### src/rtl/mmio_interconnect_if.sv
// mmio_interconnect_if: bundles the cpu data-port signals and the peripheral
// slave signals of the memory-mapped interconnect.
//   modport slave  - the interconnect's view (cpu inputs/slave returns in,
//                    completion/error/slave strobes out)
//   modport master - the environment's view (cpu plus peripherals)
// Parameters: NSLV number of slaves, DW data width.
interface mmio_interconnect_if #(
  parameter int NSLV = 6,
  parameter int DW   = 32
);
  // cpu side
  logic                 cpu_req;
  logic                 drw;
  logic [31:0]          daddr;
  logic [DW-1:0]        dout;
  logic [DW-1:0]        din;
  logic                 cpu_ack;
  logic                 cpu_err;
  // error latch
  logic                 err_clr;
  logic                 bus_err;
  logic [31:0]          err_addr;
  // slave side
  logic [NSLV-1:0]      s_req;
  logic                 s_we;
  logic [31:0]          s_addr;
  logic [DW-1:0]        s_wdata;
  logic [NSLV*DW-1:0]   s_rdata;
  logic [NSLV-1:0]      s_ready;

  modport slave (
    input  cpu_req, drw, daddr, dout, err_clr, s_rdata, s_ready,
    output din, cpu_ack, cpu_err, bus_err, err_addr, s_req, s_we, s_addr, s_wdata
  );

  modport master (
    output cpu_req, drw, daddr, dout, err_clr, s_rdata, s_ready,
    input  din, cpu_ack, cpu_err, bus_err, err_addr, s_req, s_we, s_addr, s_wdata
  );
endinterface

### src/rtl/mmio_interconnect.sv
// mmio_interconnect: decodes a slave index from daddr[SEL_LSB +: SELW] and runs
// a request/ready handshake with one of NSLV slaves. Every access is bounded
// by TIMEOUT wait cycles; unmapped or timed-out accesses complete with an
// error pulse and update a sticky bus_err / err_addr latch.
// Ports:
//   clk  - system clock, rising edge
//   rst  - synchronous active-low reset
//   bus  - mmio_interconnect_if.slave: cpu_req/drw/daddr/dout/din/cpu_ack/
//          cpu_err, err_clr/bus_err/err_addr, s_req/s_we/s_addr/s_wdata/
//          s_rdata/s_ready
module mmio_interconnect #(
  parameter int NSLV    = 6,
  parameter int SEL_LSB = 24,
  parameter int DW      = 32,
  parameter int TIMEOUT = 255
) (
  input  logic                clk,
  input  logic                rst,
  mmio_interconnect_if.slave  bus
);

  localparam int SELW = $clog2(NSLV);
  localparam logic [15:0] CNT_LAST = 16'(TIMEOUT - 1);

  typedef enum logic [1:0] {IDLE, WAIT, DONE} state_t;

  state_t          r_state, w_next;
  logic [SELW-1:0] r_idx;
  logic [SELW-1:0] w_idx;
  logic            w_mapped;
  logic            r_we;
  logic            r_err;
  logic            r_bus_err;
  logic [31:0]     r_daddr;
  logic [31:0]     r_saddr;
  logic [31:0]     r_err_addr;
  logic [DW-1:0]   r_wdata;
  logic [DW-1:0]   r_din;
  logic [DW-1:0]   w_rdata;
  logic            w_ready;
  logic            w_last;
  logic            w_err_ack;
  logic [15:0]     r_cnt;

  assign w_idx     = bus.daddr[SEL_LSB +: SELW];
  assign w_mapped  = (32'(w_idx) < 32'(NSLV));
  assign w_last    = (r_cnt == CNT_LAST);
  assign w_err_ack = (r_state == DONE) && r_err;

  // Select the addressed slave's ready/data; other slaves are ignored.
  always_comb begin
    w_ready = 1'b0;
    w_rdata = '0;
    for (int unsigned k = 0; k < NSLV; k++) begin
      if (r_idx == SELW'(k)) begin
        w_ready = bus.s_ready[k];
        w_rdata = bus.s_rdata[k*DW +: DW];
      end
    end
  end

  // State register
  always_ff @(posedge clk) begin
    if (!rst) r_state <= IDLE;
    else      r_state <= w_next;
  end

  // Next-state logic
  always_comb begin
    w_next = r_state;
    unique case (r_state)
      IDLE: if (bus.cpu_req) w_next = w_mapped ? WAIT : DONE;
      WAIT: if (w_ready || w_last) w_next = DONE;
      DONE: w_next = IDLE;
      default: w_next = IDLE;
    endcase
  end

  // Outputs
  always_comb begin
    for (int unsigned k = 0; k < NSLV; k++)
      bus.s_req[k] = (r_state == WAIT) && (r_idx == SELW'(k));
    bus.cpu_ack  = (r_state == DONE);
    bus.cpu_err  = w_err_ack;
    bus.s_we     = r_we;
    bus.s_addr   = r_saddr;
    bus.s_wdata  = r_wdata;
    bus.din      = r_din;
    bus.bus_err  = r_bus_err;
    bus.err_addr = r_err_addr;
  end

  // Access datapath and sticky error latch
  always_ff @(posedge clk) begin
    if (!rst) begin
      r_idx      <= '0;
      r_we       <= 1'b0;
      r_err      <= 1'b0;
      r_daddr    <= '0;
      r_saddr    <= '0;
      r_wdata    <= '0;
      r_din      <= '0;
      r_cnt      <= '0;
      r_bus_err  <= 1'b0;
      r_err_addr <= '0;
    end else begin
      unique case (r_state)
        IDLE: if (bus.cpu_req) begin
          r_idx   <= w_idx;
          r_we    <= bus.drw;
          r_saddr <= 32'(bus.daddr[SEL_LSB-1:0]);
          r_wdata <= bus.dout;
          r_daddr <= bus.daddr;
          r_cnt   <= '0;
          r_err   <= !w_mapped;
        end
        WAIT: begin
          if (w_ready) begin
            if (!r_we) r_din <= w_rdata;
            r_err <= 1'b0;
          end else if (w_last) begin
            r_din <= '0;
            r_err <= 1'b1;
          end else begin
            r_cnt <= r_cnt + 16'd1;
          end
        end
        default: ;
      endcase

      // A new error beats a simultaneous clear and then reloads the address.
      if (w_err_ack) begin
        r_bus_err <= 1'b1;
        if (!r_bus_err || bus.err_clr) r_err_addr <= r_daddr;
      end else if (bus.err_clr) begin
        r_bus_err  <= 1'b0;
        r_err_addr <= '0;
      end
    end
  end

endmodule
### src/flat_wrapper.sv
// flat-port wrapper written by rule: the top's interface ports become plain ports
module mmio_interconnect_flat 
#(
  parameter int NSLV    = 6,
  parameter int SEL_LSB = 24,
  parameter int DW      = 32,
  parameter int TIMEOUT = 255
)
  (clk, rst, bus_cpu_req, bus_drw, bus_daddr, bus_dout, bus_err_clr, bus_s_rdata, bus_s_ready, bus_din, bus_cpu_ack, bus_cpu_err, bus_bus_err, bus_err_addr, bus_s_req, bus_s_we, bus_s_addr, bus_s_wdata);
  mmio_interconnect_if #(.NSLV(NSLV), .DW(DW)) bus_i ();
  input  logic clk;
  input  logic rst;
  input wire logic [$bits(bus_i.cpu_req)-1:0] bus_cpu_req;
  input wire logic [$bits(bus_i.drw)-1:0] bus_drw;
  input wire logic [$bits(bus_i.daddr)-1:0] bus_daddr;
  input wire logic [$bits(bus_i.dout)-1:0] bus_dout;
  input wire logic [$bits(bus_i.err_clr)-1:0] bus_err_clr;
  input wire logic [$bits(bus_i.s_rdata)-1:0] bus_s_rdata;
  input wire logic [$bits(bus_i.s_ready)-1:0] bus_s_ready;
  output wire logic [$bits(bus_i.din)-1:0] bus_din;
  output wire logic [$bits(bus_i.cpu_ack)-1:0] bus_cpu_ack;
  output wire logic [$bits(bus_i.cpu_err)-1:0] bus_cpu_err;
  output wire logic [$bits(bus_i.bus_err)-1:0] bus_bus_err;
  output wire logic [$bits(bus_i.err_addr)-1:0] bus_err_addr;
  output wire logic [$bits(bus_i.s_req)-1:0] bus_s_req;
  output wire logic [$bits(bus_i.s_we)-1:0] bus_s_we;
  output wire logic [$bits(bus_i.s_addr)-1:0] bus_s_addr;
  output wire logic [$bits(bus_i.s_wdata)-1:0] bus_s_wdata;
  assign bus_i.cpu_req = bus_cpu_req;
  assign bus_i.drw = bus_drw;
  assign bus_i.daddr = bus_daddr;
  assign bus_i.dout = bus_dout;
  assign bus_i.err_clr = bus_err_clr;
  assign bus_i.s_rdata = bus_s_rdata;
  assign bus_i.s_ready = bus_s_ready;
  assign bus_din = bus_i.din;
  assign bus_cpu_ack = bus_i.cpu_ack;
  assign bus_cpu_err = bus_i.cpu_err;
  assign bus_bus_err = bus_i.bus_err;
  assign bus_err_addr = bus_i.err_addr;
  assign bus_s_req = bus_i.s_req;
  assign bus_s_we = bus_i.s_we;
  assign bus_s_addr = bus_i.s_addr;
  assign bus_s_wdata = bus_i.s_wdata;
  mmio_interconnect #(.NSLV(NSLV), .SEL_LSB(SEL_LSB), .DW(DW), .TIMEOUT(TIMEOUT)) u_core (.clk(clk), .rst(rst), .bus(bus_i));
endmodule
### config.mk
export PLATFORM = sky130hd
export DESIGN_NAME = mmio_interconnect_flat
export DESIGN_NICKNAME = d
export VERILOG_FILES = /design/src/rtl/mmio_interconnect_if.sv /design/src/rtl/mmio_interconnect.sv /design/src/flat_wrapper.sv
export SDC_FILE = /design/constraint.sdc
export NUM_CORES = 1
export LEC_CHECK = 0
export ABC_AREA = 1
export CORE_AREA = 2 2 156 158
export CTS_BUF_LIST = sky130_fd_sc_hd__clkbuf_8
export CTS_CLUSTER_SIZE = 8
export DETAILED_ROUTE_END_ITERATION = 8
export DIE_AREA = 0 0 158 160
export PLACE_DENSITY = 0.72
export RECOVER_POWER = 50
export SLEW_MARGIN = 40
export SYNTH_ARGS = -nofsm -noshare
export SYNTH_HDL_FRONTEND = slang
export SYNTH_SLANG_ARGS = --single-unit
export TNS_END_PERCENT = 20
### constraint.sdc
create_clock -name clk -period 2.6 [get_ports clk]
set_input_delay 0.39 -clock clk [delete_from_list [all_inputs] [get_ports clk]]
set_output_delay 0.39 -clock clk [all_outputs]
set_load 0.01 [all_outputs]
==> summary.txt, run 1 <==
Yosys
  – Seq/Total Area, Yosys: 36.85%
  – Avg Inst Size Synth: 6.207 sq um
  – Number of synthesized register bits: 149
  – Async SR Flop Fraction: 0%
  – Number of synthesized flops with an enable pin: 0
  – Area fraction of the dominant cell type after synthesis: 36.85%
  – Most frequent cell after synthesis: nand2_1
  – Yosys warns: 0
  – Distinct cells, synth: 33
  – Mapped Cells: 1304
  – Commonest cells post-synth: nand2_1, nor2_1, dfxtp_1
  – Predominant post-synthesis flop cell: dfxtp_1
  – Leading area contributor after synthesis: dfxtp_1
  – Cell area after synthesis: 8094 sq um
  – Top post-synthesis cells by area: dfxtp_1, nand2_1, nor2_1

Worst setup path
  – Req. time, crit path: 2.21 ns
  – Critical path class: register to output port
  – Crit end category: output port
  – Critical path arrival: 2.04 ns
  – CP Launch Type: register
  – CP max FO: 9

Route
  – DRT antenna net count: 0
  – Final WL: 33.22 mm
  – Vias/cell: 4.836
  – Pre-antenna DRT Iters: 4
  – DRT iter0 DRCs: 568
  – DRC viols: 0
  – DR WL/cell: 16.78 microns
  – Via count: 9570

Floorplanning
  – Die Ht: 160 microns
  – Die W: 158 microns
  – Initial core utilization: 33.98%
  – IO Pins: 405
  – Die area: 25280 sq um
  – Core Footprint: 23820 sq um
  – Placement row count: 57

Global routing
  – GRT Util Overall: 25.34%
  – Grt total ovfl: 0
  – First-pass GRT wire length: 49.66 mm
  – Pin count of the biggest net entering global routing: 64
  – Initial antenna violation count: 3
  – Vias in the first global route: 9205

Timing
  – Worst Tran Pin Value: 1.189 ns
  – RSZ-0062 raised after global routing: no
  – F_max: 412.1 MHz
  – Hold Fails Final Rpt: 0
  – Setup violators final: 0
  – Final period utilization: 93.33%
  – Clock Skew: 0.02322 ns
  – Slew headroom: 20.74%
  – Final min period: 2.426 ns
  – Max Slew Vio Count: 0
  – Fin Setup TNS: 0 ns

Clock tree
  – H-Tree Depth: 4
  – Clock Path Buffers: 2
  – Cts bufs inserted: 17
  – Root Buffer: clkbuf_8
  – Clock slew at reported path FFs: 0.12 ns
  – CTS tree: done
  – Clock Latency Late Sink: 0.47 ns
  – Setup bufs post-CTS: 0
  – Clock Sinks: 149

Worst hold path
  – Hold WC Path Type: input port to register

Pwr
  – Clk pwr share: 30.6%
  – Psw: 2.286 mW
  – Cell Pwr Density: 505.3 nW/um^2
  – Total Power: 6.370 mW
  – Internal power: 4.084 mW
  – Switching share of power: 35.89%
  – Comb pwr share: 29.5%
  – Static leakage: 5.271 nW
  – Peak VDD IR: 321.3 uV
  – Sequential fraction of design power: 39.9%

Placement
  – Detailed-placement wirelength estimate: 24.64 mm
  – Routability cong.: 0.8820
  – # port buffers: 396

Final layout
  – Final #Nets: 1909
  – Final Util: 52.92%
  – Area grow syn2layout: 55.74%
  – Fillers: 2378
  – Share of layout cells above drive strength 1: 5.505%

Outcome
  – Status: finished clean

Flow run
  – MaxCap Viol Count: 0
## per-stage QoR
stage,std cells,setup WS [ns],area [sq um],hold WS (ns)
2_1_floorplan,1311,0.8008,8120,0.4408
3_3_place_gp,1945,0.4870,12190,0.4468
3_5_place_dp,1945,0.4433,12190,0.4528
4_1_cts,1977,0.02225,12630,0.3021
5_1_grt,1978,0.04336,12600,0.3236
6_report,1979,0.1735,12610,0.3211
## layer usage
metal	routed length, microns	part of all wire (%)	GRT usage [%]	vias to the layer above
met5	23	0.069	0	-
met2	15980	48	43.56	402
met4	769	2.3	8.600	4
li1	-	-	-	4751
met1	13020	39	28.93	4365
met3	3422	10	9.091	48
## cells by family (layout without fill, tap and decap cells)
kind of cell	count (synthesis)	in the layout	share of synthesized area (%)
AOI/OAI and AO/OA	191	191	11.90
xor gates and xnor gates	9	9	0.9739
adders and majority gates	2	2	0.3091
buffers and inverters	241	583	12.94
DFF	149	149	36.85
other	1	10	0.04633
and+or+nand+nor	711	711	36.98
## layout by cell type, fill, tap and decap left out, types with 2 or more instances in the layout
cell type        netlist  final
dlygate4sd3_1          0     41
nor2_1               245    242
clkbuf_2               0      3
dfxtp_1              149    148
clkinv_4               0      2
clkbuf_8               0     17
or2_2                 16     16
inv_1                124    124
buf_4                 33     22
clkinv_8               0      6
clkdlybuf4s50_1        0    354
ha_1                   2      2
nand4_1               25     25
buf_12                 0      3
nand3b_1               2      2
nor3_4                 1      2
conb_1                 1      8
inv_8                  0      5
xor2_1                 8      8
nor3_1                 4      4
nand2_1              291    291
nor2_2                 0      3
nand3_1              118    118
inv_2                  4      3
diode_2                0      2
a21oi_1              101    101
nand4_2                2      2
o21ai_0               86     87
## cell type report
class	instances	area [sq um]	area share, %
repair buffers	423	4194	33.27
diodes	2	5.005	0.03970
flip-flops and latches	149	2984	23.67
multi-input cells	921	4104	32.56
well taps	324	405.4	3.216
clock inverters	15	196.4	1.558
clock buffers	17	234.0	1.856
inverters	128	483.0	3.831
## power by group through the flow
stage | clock network [mW] | registers, mW | logic (mW)
detailed placement | 0 | 2.59 | 1.90
global route | 2.09 | 2.56 | 2.06
global placement | 0 | 2.59 | 1.88
floorplan | 0 | 2.61 | 0.901
finish | 1.95 | 2.54 | 1.88
CTS | 2.00 | 2.54 | 1.91
## critical path, cell delays in order, from the launching register on
cell and delay, ns:
dfxtp_1 0.55, inv_2 0.17, nor3_4 0.16, inv_1 0.07, nor2_1 0.09, clkdlybuf4s50_1 0.55
## registers in the layout, indices dropped and copies added, names as in the netlist
register and count:
u_core.bus.bus_err 1, u_core.bus.din 32, u_core.bus.err_addr 32, u_core.bus.s_wdata 32, u_core.bus.s_we 1, u_core.r_cnt 16
u_core.r_daddr 32, u_core.r_err 1, u_core.r_state 2
## final timing paths
path                                                          start                                  end  slack [ns]  cells past startpoint
worst min-delay path                                            rst  u_core.bus.s_wdata[28]$_SDFFE_PN0P_        0.32                      3
worst min register to register  u_core.bus.err_addr[2]$_SDFFE_PN0P_  u_core.bus.err_addr[2]$_SDFFE_PN0P_        0.46                      2
worst max-delay path                u_core.r_daddr[25]$_SDFFE_PN0P_                         bus_s_req[3]        0.17                      5
worst max register to register      u_core.r_daddr[24]$_SDFFE_PN0P_      u_core.bus.din[16]$_SDFFE_PN0P_        0.45                     11
## timing repair
item	CTS	global route
hold buffers	0	0
setup endpoints to repair	1	6
resized for setup	1	4
No activity file was read; power rests on OpenSTA's default activity.
==> run 2: changes to the inputs <==
--- a/config.mk
+++ b/config.mk
@@ -14,4 +14,5 @@
 export PLACE_DENSITY = 0.72
 export RECOVER_POWER = 50
+export SETUP_SLACK_MARGIN = 0.15
 export SLEW_MARGIN = 40
 export SYNTH_ARGS = -nofsm -noshare
==> constraint.sdc (replaced) <==
create_clock -name clk -period 2.6 [get_ports clk]
set_input_delay 0.52 -clock clk [delete_from_list [all_inputs] [get_ports clk]]
set_output_delay 0.52 -clock clk [all_outputs]
set_load 0.01 [all_outputs]
==> run 2 against run 1 <==
Count of clock-buffer cells in the layout unchanged. Critical path depth decreased by 1. Critical endpoint is now bus_s_req[1]. Global-route usage decreased by 0.14 points. Routed wire length decreased by 0.89%. Highest routed layer unchanged.
==> summary.txt, run 2 (synthesized netlist as in run 1, its figures left out) <==
Timing
  – Setup violators final: 0
  – Final period utilization: 91.88%
  – F_max: 418.6 MHz
  – Max Slew Vio Count: 0
  – Final worst slack: 0.2112 ns
  – RSZ-0062 raised after global routing: yes
  – Hold Fails Final Rpt: 0
  – Slew headroom: 43.50%
  – Worst hold slack: 0.4403 ns
  – Fin Setup TNS: 0 ns
  – Worst Tran Pin Value: 0.8475 ns
  – Clock Skew: 0.01466 ns
  – Final min period: 2.389 ns

Worst setup path
  – Critical path arrival: 1.87 ns
  – Req. time, crit path: 2.08 ns
  – Crit end category: output port
  – CP max stage delay: 0.56 ns
  – Reg2Reg Depth: 7
  – Crit path to: bus_s_req[1]
  – Setup crit start: u_core.r_daddr[25]$_SDFFE_PN0P_
  – Critical path class: register to output port
  – CP cell instances: inv_2 > nand3_1 > nor2_1 > clkdlybuf4s50_1
  – R2r endpoint: u_core.bus.s_wdata[22]$_SDFFE_PN0P_
  – R2r startpoint: u_core.r_state[1]$_SDFFE_PN0P_
  – CP max FO: 12
  – Reg2reg setup slack: 0.48 ns
  – Worst path slowest cell: clkdlybuf4s50_1
  – CP Launch Type: register

Final layout
  – Share of layout cells above drive strength 1: 5.566%
  – Final std cell area, no fill: 12620 sq um
  – Area grow syn2layout: 55.88%
  – Most common cell after layout, fill and taps aside: clkdlybuf4s50_1
  – Fin cells: 1979
  – Final Util: 52.97%
  – Most frequent cells in the layout: clkdlybuf4s50_1, nand2_1, nor2_1
  – Final #Nets: 1909

Pwr
  – Peak VDD IR: 339.8 uV
  – Cell Pwr Density: 502.0 nW/um^2
  – Static leakage: 5.285 nW
  – Total Power: 6.334 mW

Global routing
  – Top Usage Layer GRT: met2
  – Initial antenna violation count: 5
  – Met3 GRT Util: 8.684%
  – Pin count of the biggest net entering global routing: 64
  – GRT Util Overall: 25.20%
  – Vias in the first global route: 9099
  – Grt total ovfl: 0
  – GRT met1 Usage: 28.66%
  – First-pass GRT wire length: 49.48 mm
  – GR met2 Demand/Resource: 43.66%

Placement
  – # placed instances: 1945
  – DP Worst Slack: 0.4355 ns
  – Routability cong.: 0.9261
  – Detailed-placement wirelength estimate: 24.66 mm
  – DP Area: 12220 sq um
  – # port buffers: 396

Flow run
  – MaxCap Viol Count: 0

Route
  – DRT antenna net count: 0
  – Vias/cell: 4.784
  – Pre-antenna DRT Iters: 5
  – Final WL: 32.92 mm
  – DRC viols: 0
  – DRT iter0 DRCs: 462
  – DR WL/cell: 16.64 microns
  – Via count: 9468

Floorplanning
  – Placement row count: 57
  – Die W: 158 microns
  – Die Ht: 160 microns
  – Core Footprint: 23820 sq um
  – Die area: 25280 sq um
  – IO Pins: 405
  – Initial core utilization: 33.98%

Clock tree
  – Clock slew at reported path FFs: 0.11 ns
  – H-Tree Depth: 4
  – Clock Latency Late Sink: 0.47 ns
  – Clock Sinks: 149
  – CTS tree: done
  – Cts bufs inserted: 17
  – Setup bufs post-CTS: 0
  – Clock Path Buffers: 2
  – Cts hold-fix bufs: 0
  – Root Buffer: clkbuf_8

Worst hold path
  – Hold WC Path Type: input port to register

Outcome
  – Status: finished clean
## run 2: routing by layer
metal	share of wire, %	vias up
li1	-	4753
met1	39	4272
met2	48	390
met3	10	49
met4	2.5	4
met5	0.088	-
## run 2: timing repair
action / CTS / global route
hold endpoints to repair: 0 / 0
gates cloned: 0 / 0
pin swaps: 1 / 0
gates resized for setup: 7 / 4
endpoints found under the setup margin: 7 / 3
## run 2: report_power, final
part	switching [mW]	internal [mW]
logic	0.991	0.890
registers	0.105	2.44
clock network	1.16	0.753
## run 2: final cells by class
class	instances	area (sq um)
timing repair buffer	423	4202
antenna	2	5.005
clock inverter	15	196.4
inverter	128	485.5
sequential	149	2988
clock buffer	17	234.0
fill	2352	11200
tap	324	405.4
multi-input combinational	921	4101
## run 2: how the worst min path moves through the flow
| stage | to | start | cells past startpoint | slack, ns |
|---|---|---|---|---|
| CTS | u_core.r_daddr[21]$_SDFFE_PN0P_ | rst | 3 | 0.40 |
| floorplan | u_core.bus.err_addr[31]$_SDFFE_PN0P_ | u_core.r_daddr[31]$_SDFFE_PN0P_ | 2 | 0.44 |
| finish | u_core.r_daddr[21]$_SDFFE_PN0P_ | rst | 3 | 0.44 |
| detailed placement | u_core.bus.err_addr[28]$_SDFFE_PN0P_ | u_core.bus.err_addr[28]$_SDFFE_PN0P_ | 2 | 0.45 |
| global route | u_core.bus.s_wdata[4]$_SDFFE_PN0P_ | rst | 3 | 0.43 |
| global placement | u_core.bus.err_addr[7]$_SDFFE_PN0P_ | u_core.bus.err_addr[7]$_SDFFE_PN0P_ | 2 | 0.45 |
## run 2: critical path: cells and delay by family, from the launching register on
family	cells	cell delay, ns
flops	1	0.40
simple gates	2	0.26
buf+inv	2	0.76
